==> config.mk <==
export PLATFORM = sky130hd
export DESIGN_NAME = scan_chain_ctrl
export DESIGN_NICKNAME = d
export VERILOG_FILES = /design/src/rtl/scan_ctrl_pkg.sv /design/src/rtl/scan_misr.sv /design/src/rtl/scan_chain_ctrl.sv
export SDC_FILE = /design/constraint.sdc
export NUM_CORES = 1
export LEC_CHECK = 0
export CAP_MARGIN = 20
export CORE_MARGIN = 2
export CORE_UTILIZATION = 56
export CTS_BUF_LIST = sky130_fd_sc_hd__clkbuf_8
export CTS_CLUSTER_DIAMETER = 50
export DETAILED_ROUTE_END_ITERATION = 12
export GPL_TIMING_DRIVEN = 1
export PLACE_DENSITY = 0.95
export RECOVER_POWER = 25
export SYNTH_ARGS = -nofsm -noshare
export SYNTH_HDL_FRONTEND = slang
export SYNTH_SLANG_ARGS = --single-unit
==> constraint.sdc <==
create_clock -name CK -period 5.05 [get_ports CK]
set_clock_uncertainty 0.2 [all_clocks]
set_input_delay 0.7575 -clock CK [delete_from_list [all_inputs] [get_ports CK]]
set_output_delay 0.7575 -clock CK [all_outputs]
set_load 0.03 [all_outputs]
==> src/rtl/scan_ctrl_pkg.sv <==
// Shared types and constants for the scan chain controller: FSM state encoding
// and the response MISR polynomial, seed and single-step update.
package scan_ctrl_pkg;

  typedef enum logic [2:0] {
    StIdle,
    StLoad,
    StCapture,
    StUnload,
    StFin
  } state_e;

  // x^16 + x^12 + x^5 + 1, x^16 implied by the shift-out of bit 15
  localparam logic [15:0] MisrPoly = 16'h1021;
  localparam logic [15:0] MisrSeed = 16'hFFFF;

  function automatic logic [15:0] misr_step(input logic [15:0] sig, input logic din);
    logic fb;
    fb = sig[15] ^ din;
    return {sig[14:0], 1'b0} ^ (fb ? MisrPoly : 16'h0000);
  endfunction

endpackage

==> src/rtl/scan_misr.sv <==
// 16-bit single-input signature register compacting the unloaded scan response.
// Reseeded on seed_i, advanced on en_i, otherwise holds.
module scan_misr
  import scan_ctrl_pkg::*;
(
  input  logic        clk_i,
  input  logic        rst_i,
  input  logic        seed_i,
  input  logic        en_i,
  input  logic        d_i,
  output logic [15:0] sig_o
);

  logic [15:0] sig_q, sig_d;

  always_comb begin
    sig_d = sig_q;
    if (seed_i) begin
      sig_d = MisrSeed;
    end else if (en_i) begin
      sig_d = misr_step(sig_q, d_i);
    end
  end

  always_ff @(posedge clk_i or posedge rst_i) begin
    if (rst_i) begin
      sig_q <= MisrSeed;
    end else begin
      sig_q <= sig_d;
    end
  end

  assign sig_o = sig_q;

endmodule

==> src/rtl/scan_chain_ctrl.sv <==
// Scan chain sequencer: shifts a pattern in, captures one cycle, shifts the response out.
// Optional SIG signature output is built when SCAN_CTRL_MISR_EN is defined.
module scan_chain_ctrl
  import scan_ctrl_pkg::*;
#(
  parameter int unsigned CHAIN_LEN = 16,
  parameter int unsigned CNT_W     = $clog2(CHAIN_LEN) + 1
) (
  input  logic                 CK,
  input  logic                 RST,
  input  logic                 START,
  input  logic [CHAIN_LEN-1:0] PAT,
  input  logic                 SO,
  output logic                 SE,
  output logic                 SI,
  output logic                 BUSY,
  output logic                 DONE,
  output logic [CHAIN_LEN-1:0] RESP
`ifdef SCAN_CTRL_MISR_EN
  ,
  output logic [15:0]          SIG
`endif
);

  localparam logic [CNT_W-1:0] CntLast = CNT_W'(CHAIN_LEN - 1);

  state_e               state_q, state_d;
  logic [CNT_W-1:0]     cnt_q, cnt_d;
  logic [CHAIN_LEN-1:0] pat_q, pat_d;
  logic [CHAIN_LEN-1:0] resp_q, resp_d;
  logic                 se_q, se_d;
  logic                 si_q, si_d;
  logic                 done_q, done_d;
  logic                 accept;

  assign accept = (state_q == StIdle) && START;

  // SE/SI are registered, so each state's drive is computed one edge early,
  // including the first LOAD bit at the accept edge.
  always_comb begin
    state_d = state_q;
    cnt_d   = cnt_q;
    pat_d   = pat_q;
    resp_d  = resp_q;
    se_d    = 1'b0;
    si_d    = 1'b0;
    done_d  = 1'b0;
    unique case (state_q)
      StIdle: begin
        if (accept) begin
          state_d = StLoad;
          cnt_d   = '0;
          pat_d   = PAT >> 1;
          resp_d  = '0;
          se_d    = 1'b1;
          si_d    = PAT[0];
        end
      end
      StLoad: begin
        if (cnt_q == CntLast) begin
          state_d = StCapture;
          cnt_d   = '0;
        end else begin
          cnt_d = cnt_q + 1'b1;
          se_d  = 1'b1;
          si_d  = pat_q[0];
          pat_d = pat_q >> 1;
        end
      end
      StCapture: begin
        state_d = StUnload;
        se_d    = 1'b1;
      end
      StUnload: begin
        // First SO sample ends up in RESP[0] after CHAIN_LEN shifts
        resp_d = {SO, resp_q[CHAIN_LEN-1:1]};
        if (cnt_q == CntLast) begin
          state_d = StFin;
          cnt_d   = '0;
        end else begin
          cnt_d = cnt_q + 1'b1;
          se_d  = 1'b1;
        end
      end
      StFin: begin
        state_d = StIdle;
        done_d  = 1'b1;
      end
      default: state_d = StIdle;
    endcase
  end

  always_ff @(posedge CK or posedge RST) begin
    if (RST) begin
      state_q <= StIdle;
      cnt_q   <= '0;
      pat_q   <= '0;
      resp_q  <= '0;
      se_q    <= 1'b0;
      si_q    <= 1'b0;
      done_q  <= 1'b0;
    end else begin
      state_q <= state_d;
      cnt_q   <= cnt_d;
      pat_q   <= pat_d;
      resp_q  <= resp_d;
      se_q    <= se_d;
      si_q    <= si_d;
      done_q  <= done_d;
    end
  end

  assign SE   = se_q;
  assign SI   = si_q;
  assign DONE = done_q;
  assign RESP = resp_q;
  assign BUSY = (state_q == StLoad) || (state_q == StCapture) || (state_q == StUnload);

`ifdef SCAN_CTRL_MISR_EN
  scan_misr u_misr (
    .clk_i  (CK),
    .rst_i  (RST),
    .seed_i (accept),
    .en_i   (state_q == StUnload),
    .d_i    (SO),
    .sig_o  (SIG)
  );
`endif

endmodule

Word-level counts from Yosys, hierarchy flattened

Cells that the tools add are included.

Order comparisons: 0
Shifts and indexed selects: 0
Bitwise logic cells: 0
Divide/modulo/power cells: 0
$add $sub $neg: 1
Multiply operators: 0
Multiplexer cells: 19
Equality and inequality tests: 9
Reductions and logical operators: 12

Operators with widths:

| operator                                                         | count |
|---|---|
| 16-bit one-hot mux with 2 select lines                           | 2 |
| 16-bit two-way mux                                               | 3 |
| 3-bit one-hot mux with 4 select lines                            | 1 |
| 5-bit two-way mux                                                | 2 |
| 5-bit one-hot mux with 2 select lines                            | 1 |
| 3-bit two-way mux                                                | 3 |
| 2-bit inequality test (second input constant)                    | 4 |
| 3-bit by 2-bit == test with 1-bit output (second input constant) | 2 |
| 3-bit AND reduction                                              | 2 |
| 2-bit nonzero test                                               | 3 |
| 5-bit by 1-bit adder with 5-bit output (second input constant)   | 1 |
| 5-bit by 4-bit == test with 1-bit output (second input constant) | 1 |
| 1-bit two-way mux                                                | 5 |
| 2-bit AND reduction                                              | 2 |
| 3-bit by 1-bit == test with 1-bit output (second input constant) | 1 |
| 3-bit == test (second input constant)                            | 1 |
| 3-bit zero test                                                  | 1 |
| 1-bit one-hot mux with 3 select lines                            | 1 |
| 1-bit logical OR                                                 | 2 |
| 1-bit one-hot mux with 2 select lines                            | 1 |
| 2-bit OR reduction                                               | 1 |
| 1-bit logical AND                                                | 1 |

Bits in writable memories: 0
Memories kept: 0
Memory bits (read-only): 0
Latch bits: 0
Bits in registers: 43

Longest topological paths before layout

Gate-level depths: netlist of run 1.

Word-level depth: 4
Gate-level depth with buffers: 5
Mapped depth without buffers: 4

Worst setup path before layout of run 1

Ideal clock, no wire load.

Path type: register to output
Start point: reg state_q[0]
End point: out BUSY
Slack: 2.931 ns
Buffers on the path: 1
Data required time: 4.093 ns
Arrival time: 1.161 ns
Stages on the path, launching flop included: 4
Path through: dfrtp_1 clkbuf_1 nor2_1 nor2_1

Word-level cells in the longest chain between the ends: 3

Ends and longest elaborated chain:

| element                                                                                              | line                   | source |
|---|---|---|
| start: declaration                                                                                   | scan_chain_ctrl.sv:27  | `state_e state_q, state_d;` |
| start signal: assignment                                                                             | scan_chain_ctrl.sv:95  | `state_q <= StIdle;` |
| start signal: assignment                                                                             | scan_chain_ctrl.sv:103 | `state_q <= state_d;` |
| 3-bit by 1-bit == test with 1-bit output or 3-bit by 2-bit == test with 1-bit output (tied branches) | scan_chain_ctrl.sv:117 | `assign BUSY = (state_q == StLoad) \|\| (state_q == StCapture) \|\| (state_q == StUnload);` |
| 1-bit logical OR                                                                                     | scan_chain_ctrl.sv:117 |  |
| 1-bit logical OR (*)                                                                                 | scan_chain_ctrl.sv:117 |  |
| end: declaration                                                                                     | scan_chain_ctrl.sv:16  | `output logic BUSY,` |

Every way passes the cells marked *; elsewhere a longest branch is shown, timed or not.

==> flow_summary_export.csv, run 1 <==
group,metric,value,unit
clock_network,clk_sink_count,42,
power,power.share.sequential,39.7,%
synthesis,yosys-top-cells-area,"sky130_fd_sc_hd__dfrtp_1 58%, sky130_fd_sc_hd__a22o_1 8.8%, sky130_fd_sc_hd__o221a_2 8.8%",
floorplanning,chipWidth,60.7,um
synthesis,seq_area_frac_synth,58.4,%
routing,first_pass_iters,5,
grt,overflow,0,
synthesis,yosys.area.top_type_share,58.4,%
synthesis,synth_enable_flop_cells,0,
clock_network,ctsLongestPathBuffers,2,
synthesis,syn-instance-count,135,
synthesis,syn_area,1800,um2
critical_path,critPathRequiredTime,4830,ps
power,fin_total_pwr,1.48,mW
power,cell_int_power,894,uW
synthesis,yosys.area.top_type,"sky130_fd_sc_hd__dfrtp_1",
synthesis,postSynth.asyncResetShare,100,%
critical_path,critPathLaunch,"RST",
power,power_density,643,nW/um2
floorplanning,die_h,60.7,um
routing,route.detailed.vias_per_inst,5.83,
routing,routed_wirelength,3.70,mm
critical_path,worst_setup_path_start_kind,"input port",
worst_hold_path,timing.hold.worst.class,"reg2reg",
sta,max_clock_freq,322,MHz
floorplanning,ioPinCount,40,
grt,grt_first_pass_wirelength,6.09,mm
power,netSwitchingFraction,39.4,%
placement,pre_cts_setup_slack,2040,ps
sta,setup_ws,1940,ps
grt,grt_max_degree,43,
clock_network,cts_root_buf,"sky130_fd_sc_hd__clkbuf_8",
critical_path,cp.arrival,2880,ps
sta,rsz0062_at_grt,"false",
grt,grt_util_all_layers,22.3,%
routing,routed-via-count,1277,
routing,antenna_violating_nets_post_route,0,
sta,max_slew_margin,-41.8,%
clock_network,cts_resized,0,
grt,antenna_found_initial,0,
synthesis,post_synthesis_mean_instance_area,13.3,um2
clock_network,htree_levels,2,
sta,min_period,3110,ps
synthesis,ys.flop_type,"sky130_fd_sc_hd__dfrtp_1",
clock_network,postCtsSetupBuffers,0,
cells_and_area,final_core_utilization,75.2,%
placement,place.port_buffers,39,
grt,via_count_of_the_first_global_routing_pass,1277,
critical_path,timing_worst_setup_path_type,"in2async",
routing,drtIter0Drc,94,
sta,worstMarginPinSlew,2130,ps
cells_and_area,post_layout_nonfiller_instances,219,
power,irDropWorstVdd,400,uV
floorplanning,row_count,20,
sta,fin_hold_ws,310,ps
sta,final-max-slew-violation-count,43,
worst_hold_path,hold_path_depth,1,
critical_path,worstReg2RegEnd,"RESP[15]$_DFFE_PP0P_",
placement,dpl.hpwl,2.45,mm
sta,period_share,61.5,%
floorplanning,core,3050,um2
run_status,violated_checks,"max-capacitance violations, max-slew violations",
critical_path,endpoint_kind,"asynchronous set/reset pin",
power,combPwrFrac,45.6,%
cells_and_area,area_growth,27.5,%
run_status,run_status,"finished with violations",
worst_hold_path,min_to,"cnt_q[4]$_DFFE_PP0P_",
placement,gpl.final_weighted_congestion,0.768,
sta,setup_viol,0,
critical_path,ff2ff_setup_slack,2690,ps
cells_and_area,layout-drive-gt1-share,15.4,%
critical_path,cp_cell_sequence,"dlygate4sd3_1 -> inv_1 -> clkbuf_1",
floorplanning,die_area,3680,um2
floorplanning,start_util,59.0,%
critical_path,worstReg2RegStart,"state_q[0]$_DFFE_PP0P_",
run,maxCapViolations,1,
placement,detailed_place.area,2210,um2
cells_and_area,final_nets,195,
clock_network,path_clk_slew,80,ps
routing,routed_wire_length_per_instance,16.9,um
sta,final-hold-violation-count,0,
routing,drc_errors,0,
clock_network,hold_buffers,0,
critical_path,critical_path.max_fanout,42,
clock_network,cts_tree,"yes",
cells_and_area,finish.instance_area,2300,um2
clock_network,clk-insertion-delay-late,290,ps
clock_network,num_cts_buffers,5,
sta,fin_tns_setup,0,ps
synthesis,yosys_warnings,0,
critical_path,rr_worst_depth,3,
placement,dp.cells,211,
power,power_frac_clock,14.7,%
power,netSwitchingPower,582,uW
synthesis,postSynthRegisterBits,42,
power,leakage,0.942,nW
worst_hold_path,worst_hold_launch,"cnt_q[4]$_DFFE_PP0P_",
cells_and_area,n_antenna_cell,0,
synthesis,yosys.cell_types.count,35,
critical_path,critPathSlowestCell,"sky130_fd_sc_hd__clkbuf_1",
synthesis,synth_nets,156,
critical_path,timing.critical_path.slowest_cell_delay,1510,ps
==> state kept, by name, summed over array words and instances, names as in the netlist <==
| name | cells |
|---|---|
| state_q | 3 |
| DONE | 1 |
| SE | 1 |
| SI | 1 |
| cnt_q | 5 |
| RESP | 16 |
| pat_q | 15 |
==> layer usage <==
metal  up-vias  global-route usage [%]  wire (um)
met3         2                    6.40        212
met5         -                       0          0
met2        39                    35.3       1810
met1       647                    31.9       1670
li1        589                       -          -
met4         0                    2.80          4
==> power groups by stage <==
| stage | registers [mW] | clock network (mW) | logic, mW |
|---|---|---|---|
| 3_3_place_gp | 0.578 | 0 | 0.647 |
| 6_report | 0.586 | 0.217 | 0.672 |
| 2_1_floorplan | 0.663 | 0 | 0.401 |
| 5_1_grt | 0.599 | 0.239 | 0.726 |
| 4_1_cts | 0.583 | 0.222 | 0.679 |
| 3_5_place_dp | 0.586 | 0 | 0.672 |
==> cells in the mapped netlist, types with 2 or more instances <==
library cell and n:
sky130_fd_sc_hd__o221a_2 14, sky130_fd_sc_hd__nand3_1 3, sky130_fd_sc_hd__nor2_1 4, sky130_fd_sc_hd__a22o_1 18, sky130_fd_sc_hd__o2bb2ai_1 2, sky130_fd_sc_hd__inv_1 3, sky130_fd_sc_hd__nand2b_1 11, sky130_fd_sc_hd__buf_2 5
sky130_fd_sc_hd__dfrtp_1 42, sky130_fd_sc_hd__nor2b_1 2, sky130_fd_sc_hd__a211oi_1 2, sky130_fd_sc_hd__or2b_1 4, sky130_fd_sc_hd__and2_1 2, sky130_fd_sc_hd__a21oi_1 2
==> cell usage in the layout, fill, tap and decap left out, drive strengths merged, types with 2 or more instances in the layout <==
cell and instances:
inv 4, a22o 18, a21oi 2, o2bb2ai 2
o221a 14, dfrtp 42, clkdlybuf4s50 38, a211oi 2
nor2 5, nor2b 2, nand3 3, clkbuf 6
or2b 4, nor3 2, nand2b 11, and2 2
==> how the worst max path moves through the flow <==
stage / endpoint / depth (start not counted) / slack (ps)
after floorplan: BUSY / 3 / 2930
after global placement: RESP[14]$_DFFE_PP0P_ / 4 / 2190
after detailed placement: RESP[15]$_DFFE_PP0P_ / 4 / 2040
after CTS: BUSY / 3 / 2290
after global routing: DONE$_DFF_PP0_ / 3 / 1430
final: pat_q[12]$_DFFE_PP0P_ / 3 / 1940
==> cells by family after synthesis <==
group | Yosys count | share of synthesized area [%]
flip-flops | 42 | 58.4
AO/OA/AOI/OAI | 44 | 23.0
AND/OR/NAND/NOR | 35 | 13.5
adder cells (fa/ha/maj) | 1 | 0.695
multiplexers | 2 | 1.18
buffers and inverters | 11 | 3.27
==> final cells by class <==
cell class                 count  area [um2]
timing repair buffer          40         394
fill                         214         757
clock inverter                 3        25.0
tap                           44        55.1
clock buffer                   5        68.8
sequential                    42        1050
inverter                       3        11.3
multi-input combinational     82         691
==> worst max-delay path, delay by kind of cell <==
| kind | cells | cell delay [ps] |
|---|---|---|
| buffers and inverters | 3 | 2100 |
(Power assumes the default switching activity.)
==> run 2, diff against run 1 <==
--- a/config.mk
+++ b/config.mk
@@ -7,12 +7,12 @@
 export LEC_CHECK = 0
 export CAP_MARGIN = 20
 export CORE_MARGIN = 2
-export CORE_UTILIZATION = 56
+export CORE_UTILIZATION = 52
 export CTS_BUF_LIST = sky130_fd_sc_hd__clkbuf_8
 export CTS_CLUSTER_DIAMETER = 50
 export DETAILED_ROUTE_END_ITERATION = 12
 export GPL_TIMING_DRIVEN = 1
-export PLACE_DENSITY = 0.95
+export PLACE_DENSITY = 0.93
 export RECOVER_POWER = 25
 export SYNTH_ARGS = -nofsm -noshare
 export SYNTH_HDL_FRONTEND = slang
==> constraint.sdc (replaced) <==
create_clock -name CK -period 3 [get_ports CK]
set_clock_uncertainty 0.2 [all_clocks]
set_input_delay 0.45 -clock CK [delete_from_list [all_inputs] [get_ports CK]]
set_output_delay 0.45 -clock CK [all_outputs]
set_load 0.03 [all_outputs]
==> flow_summary_export.csv, run 2 (synthesis gave the netlist of run 1 again) <==
group,metric,value,unit
power,combPwrFrac,46.3,%
critical_path,timing_worst_setup_path_type,"reg2out",
critical_path,last_element_of_the_critical_path,"BUSY",
routing,first_pass_iters,4,
sta,setup_viol,0,
critical_path,worstReg2RegEnd,"RESP[14]$_DFFE_PP0P_",
power,cell_int_power,1.50,mW
cells_and_area,final_nets,196,
grt,overflow,0,
routing,drtIter0Drc,80,
power,irDropWorstVdd,747,uV
cells_and_area,layout.cells.most_common,"sky130_fd_sc_hd__dfrtp_1",
sta,final-max-slew-violation-count,0,
routing,drc_errors,0,
critical_path,worst_setup_path_start_kind,"register",
routing,route.detailed.vias_per_inst,5.71,
placement,gpl.final_weighted_congestion,0.714,
critical_path,ff2ff_setup_slack,790,ps
power,netSwitchingPower,972,uW
floorplanning,die_area,3950,um2
power,power_frac_clock,13.9,%
cells_and_area,finish.instance_area,2300,um2
cells_and_area,layout-drive-gt1-share,15.9,%
sta,rsz0062_at_grt,"false",
worst_hold_path,timing.hold.worst.class,"reg2reg",
critical_path,worstReg2RegStart,"state_q[2]$_DFFE_PP0P_",
floorplanning,ioPinCount,40,
grt,grt_first_pass_wirelength,6.84,mm
cells_and_area,n_antenna_cell,0,
routing,routed-via-count,1267,
critical_path,critical_path.max_fanout,13,
cells_and_area,final_core_utilization,68.9,%
clock_network,cts_root_buf,"sky130_fd_sc_hd__clkbuf_8",
clock_network,path_clk_slew,80,ps
routing,routed_wire_length_per_instance,17.1,um
cells_and_area,n_fill_cell,239,
critical_path,endpoint_kind,"output port",
sta,period_share,81.6,%
sta,max_slew_margin,32.8,%
critical_path,critPathRequiredTime,2350,ps
sta,setup_ws,552,ps
grt,grt_util_all_layers,21.9,%
placement,place.port_buffers,39,
clock_network,htree_levels,2,
run_status,run_status,"complete, no violations",
placement,pre_cts_setup_slack,706,ps
critical_path,cp.arrival,1800,ps
grt,antenna_found_initial,0,
floorplanning,row_count,21,
grt,via_count_of_the_first_global_routing_pass,1421,
clock_network,cts_tree,"yes",
placement,detailed_place.area,2220,um2
routing,antenna_violating_nets_post_route,0,
critical_path,rr_worst_depth,3,
clock_network,ctsLongestPathBuffers,2,
floorplanning,core,3340,um2
cells_and_area,highest_count_cells_in_the_layout_ignoring_fill_and_taps,"42 x sky130_fd_sc_hd__dfrtp_1, 38 x sky130_fd_sc_hd__clkdlybuf4s50_1, 18 x sky130_fd_sc_hd__a22o_1, 14 x sky130_fd_sc_hd__o221a_2, 11 x sky130_fd_sc_hd__nand2b_1",
placement,dpl.hpwl,2.57,mm
cells_and_area,area_growth,27.7,%
sta,min_period,2450,ps
cells_and_area,largest_reg_flops,16,
power,power.share.sequential,39.8,%
sta,final-hold-violation-count,0,
critical_path,critPathLaunch,"state_q[0]$_DFFE_PP0P_",
clock_network,postCtsSetupBuffers,0,
power,leakage,0.956,nW
sta,max_clock_freq,408,MHz
routing,routed_wirelength,3.80,mm
clock_network,clk_sink_count,42,
floorplanning,chipWidth,62.8,um
clock_network,num_cts_buffers,5,
power,power_density,1080,nW/um2
clock_network,clk-insertion-delay-late,290,ps
clock_network,hold_buffers,0,
clock_network,cts_resized,0,
floorplanning,start_util,54.0,%
power,netSwitchingFraction,39.3,%
run,maxCapViolations,0,
floorplanning,die_h,62.8,um
sta,fin_tns_setup,0,ps
grt,grt_max_degree,43,
sta,worstMarginPinSlew,1010,ps
-- run 2: cell types whose count changed in the layout (fill, tap and decap cells not counted) --
cell / delta
sky130_fd_sc_hd__buf_4: +1
sky130_fd_sc_hd__clkinvlp_4: -1
sky130_fd_sc_hd__and2_0: -1
sky130_fd_sc_hd__clkbuf_1: -1
sky130_fd_sc_hd__clkbuf_2: +1
sky130_fd_sc_hd__clkinv_2: +1
sky130_fd_sc_hd__inv_6: -1
sky130_fd_sc_hd__inv_1: +1
sky130_fd_sc_hd__and2_1: +1
-- run 2: how the worst min path moves through the flow --
| stage | end | startpoint | depth (start not counted) |
|---|---|---|---|
| 2_1_floorplan | cnt_q[4]$_DFFE_PP0P_ | cnt_q[4]$_DFFE_PP0P_ | 1 |
| 3_3_place_gp | cnt_q[4]$_DFFE_PP0P_ | cnt_q[4]$_DFFE_PP0P_ | 1 |
| 3_5_place_dp | cnt_q[4]$_DFFE_PP0P_ | cnt_q[4]$_DFFE_PP0P_ | 1 |
| 4_1_cts | cnt_q[4]$_DFFE_PP0P_ | cnt_q[4]$_DFFE_PP0P_ | 1 |
| 5_1_grt | RESP[9]$_DFFE_PP0P_ | RESP[9]$_DFFE_PP0P_ | 1 |
| 6_report | cnt_q[4]$_DFFE_PP0P_ | cnt_q[4]$_DFFE_PP0P_ | 1 |
-- run 2: power groups by stage --
stage               clock network (mW)  registers [mW]  logic (mW)
floorplan                            0            1.12       0.674
global placement                     0           0.971        1.09
detailed placement                   0           0.990        1.15
CTS                              0.354           0.981        1.16
global route                     0.384            1.02        1.24
finish                           0.345           0.984        1.14
-- run 2: area by class of cell --
type	count	area, um2	area share [%]
clock inverter	3	17.5	0.762
inverter	3	11.3	0.490
tap	46	57.6	2.50
multi-input combinational	82	691	30.0
clock buffer	5	68.8	2.99
sequential	42	1050	45.7
timing repair buffer	41	403	17.5
-- run 2: worst max-delay path: stages, from the launching register on --
cell                              delay [ps]
sky130_fd_sc_hd__dfrtp_1                 620
sky130_fd_sc_hd__nor2_1                  110
sky130_fd_sc_hd__nor2_1                  100
sky130_fd_sc_hd__clkdlybuf4s50_1         670
-- run 2: metrics by stage --
step / cells / hold slack [ps] / power, mW
floorplan: 135 / 264 / 1.79
global route: 222 / 362 / 2.64
global placement: 214 / 277 / 2.06
CTS: 222 / 318 / 2.49
finish: 222 / 316 / 2.47
detailed placement: 214 / 302 / 2.14
-- run 2: routing by layer --
| layer | part of all wire [%] | GRT usage [%] | vias up |
|---|---|---|---|
| li1 | - | - | 595 |
| met1 | 45 | 28.1 | 634 |
| met2 | 49 | 36.0 | 34 |
| met3 | 5.2 | 5.95 | 4 |
| met4 | 0.74 | 7.22 | 0 |
| met5 | 0 | 0 | - |
==> run 3, diff against run 2 <==
--- a/config.mk
+++ b/config.mk
@@ -7,12 +7,12 @@
 export LEC_CHECK = 0
 export CAP_MARGIN = 20
 export CORE_MARGIN = 2
-export CORE_UTILIZATION = 52
+export CORE_UTILIZATION = 47
 export CTS_BUF_LIST = sky130_fd_sc_hd__clkbuf_8
 export CTS_CLUSTER_DIAMETER = 50
 export DETAILED_ROUTE_END_ITERATION = 12
 export GPL_TIMING_DRIVEN = 1
-export PLACE_DENSITY = 0.93
+export PLACE_DENSITY = 0.89
 export RECOVER_POWER = 25
 export SYNTH_ARGS = -nofsm -noshare
 export SYNTH_HDL_FRONTEND = slang
==> constraint.sdc (replaced) <==
create_clock -name CK -period 2.02 [get_ports CK]
set_clock_uncertainty 0.2 [all_clocks]
set_input_delay 0.303 -clock CK [delete_from_list [all_inputs] [get_ports CK]]
set_output_delay 0.303 -clock CK [all_outputs]
set_load 0.03 [all_outputs]
==> flow_summary_export.csv, run 3 (synthesis gave the netlist of run 1 again) <==
group,metric,value,unit
clock_network,ctsLongestPathBuffers,2,
critical_path,worstSetupPathDepth,1,
critical_path,crit_family,"buffers and inverters",
sta,period_share,92.8,%
sta,worstMarginPinSlew,988,ps
sta,fin_hold_ws,300,ps
critical_path,critical_path_buf_inv_count,1,
critical_path,worst_setup_path_start_kind,"register",
floorplanning,die_area,4340,um2
grt,grtUsageMet3,5.28,%
floorplanning,start_util,49.2,%
placement,place.port_buffers,39,
sta,min_period,1870,ps
critical_path,timing_worst_setup_path_type,"reg2out",
routing,first_pass_iters,4,
routing,drc_errors,0,
cells_and_area,highest_count_cells_in_the_layout_ignoring_fill_and_taps,"41 x sky130_fd_sc_hd__dfrtp_1, 37 x sky130_fd_sc_hd__clkdlybuf4s50_1, 18 x sky130_fd_sc_hd__a22o_1, 14 x sky130_fd_sc_hd__o221a_2, 11 x sky130_fd_sc_hd__nand2b_1",
power,irDropWorstVdd,945,uV
clock_network,clk_sink_count,42,
clock_network,htree_levels,2,
critical_path,rr_worst_depth,5,
routing,route.detailed.vias_per_inst,5.70,
sta,max_clock_freq,534,MHz
critical_path,critPathSlowestCell,"sky130_fd_sc_hd__clkdlybuf4s50_1",
clock_network,cts_root_buf,"sky130_fd_sc_hd__clkbuf_8",
routing,routed-via-count,1305,
grt,via_count_of_the_first_global_routing_pass,1376,
cells_and_area,layout-drive-gt1-share,19.3,%
grt,grt_max_degree,43,
critical_path,critical_path.max_fanout,3,
critical_path,cp.arrival,1370,ps
grt,globalRoute.busiestLayer,"met2",
cells_and_area,largest_reg_flops,16,
clock_network,path_clk_slew,70,ps
floorplanning,core,3660,um2
sta,final-max-slew-violation-count,0,
floorplanning,chipWidth,65.9,um
placement,gpl.final_weighted_congestion,0.823,
grt,grt_util_all_layers,19.6,%
grt,grt_util_met1,24.3,%
routing,routed_wirelength,3.80,mm
sta,fin_tns_setup,0,ps
routing,drtIter0Drc,51,
cells_and_area,layout.cells.most_common,"sky130_fd_sc_hd__dfrtp_1",
clock_network,num_cts_buffers,5,
power,power_density,1610,nW/um2
floorplanning,die_h,65.9,um
critical_path,cp_cell_sequence,"clkdlybuf4s50_1",
grt,antenna_found_initial,0,
run,maxCapViolations,0,
routing,routed_wire_length_per_instance,16.6,um
cells_and_area,final_nets,201,
run_status,run_status,"complete, no violations",
power,leakage,0.992,nW
worst_hold_path,timing.hold.worst.class,"reg2reg",
floorplanning,row_count,22,
grt,gr_util_met2,32.6,%
clock_network,postCtsSetupBuffers,0,
floorplanning,ioPinCount,40,
routing,antenna_violating_nets_post_route,0,
cells_and_area,area_growth,32.2,%
sta,rsz0062_at_grt,"false",
clock_network,clk-insertion-delay-late,290,ps
critical_path,critPathRequiredTime,1520,ps
critical_path,endpoint_kind,"output port",
worst_hold_path,hold_path_depth,1,
sta,final-hold-violation-count,0,
sta,max_slew_margin,34.1,%
cells_and_area,n_antenna_cell,0,
grt,overflow,0,
placement,dpl.hpwl,2.62,mm
clock_network,cts_tree,"yes",
critical_path,timing.critical_path.slowest_cell_delay,690,ps
grt,grt_first_pass_wirelength,6.42,mm
sta,setup_viol,0,
## run 3: path summary, 6_finish.rpt
kind                                   startpoint                     end  slack [ps]
max                          RESP[14]$_DFFE_PP0P_                RESP[14]         150
max reg2reg                state_q[2]$_DFFE_PP0P_    pat_q[7]$_DFFE_PP0P_         190
min in group asynchronous                     RST     RESP[4]$_DFFE_PP0P_         560
min                           RESP[0]$_DFFE_PP0P_     RESP[0]$_DFFE_PP0P_         300
max in group asynchronous                     RST  state_q[0]$_DFFE_PP0P_         400
min reg2reg                   RESP[0]$_DFFE_PP0P_     RESP[0]$_DFFE_PP0P_         300
## run 3: layout make-up
type / count / area (um2)
fillers: 263 / 1280
flip-flops and latches: 42 / 1050
multi-input cells: 82 / 696
repair buffers: 46 / 452
clock buffers: 8 / 110
well taps: 48 / 60.1
inverters: 3 / 11.3
## run 3: through the flow
stage	area [um2]	worst slack (ps)	util (%)	std cells	power, mW
after floorplan	1800	270	-	135	2.66
after CTS	2380	93.1	64.9	229	3.86
after global routing	2380	67.6	65.0	229	4.08
after global placement	2270	56.3	62.0	221	3.14
after detailed placement	2270	-39.2	62.0	221	3.24
final	2380	146	65.0	229	3.84
## run 3: power breakdown
part           switching, mW  internal, mW  total, mW  leakage [nW]
sequential             0.266          1.18       1.44         0.514
clock                  0.251         0.344      0.595        0.0575
combinational          0.921         0.877       1.80         0.420
total                   1.44          2.40       3.84         0.992
## run 3: what timing repair did
item | in CTS | in global routing
resized for setup | 1 | 2
endpoints found under the setup margin | 1 | 17
hold buffers | 0 | 0
## run 3: metal layers
layer	wire length (um)	vias to the layer above
met5	0	-
met4	55	0
met3	244	6
met2	1910	43
met1	1590	653
li1	-	603
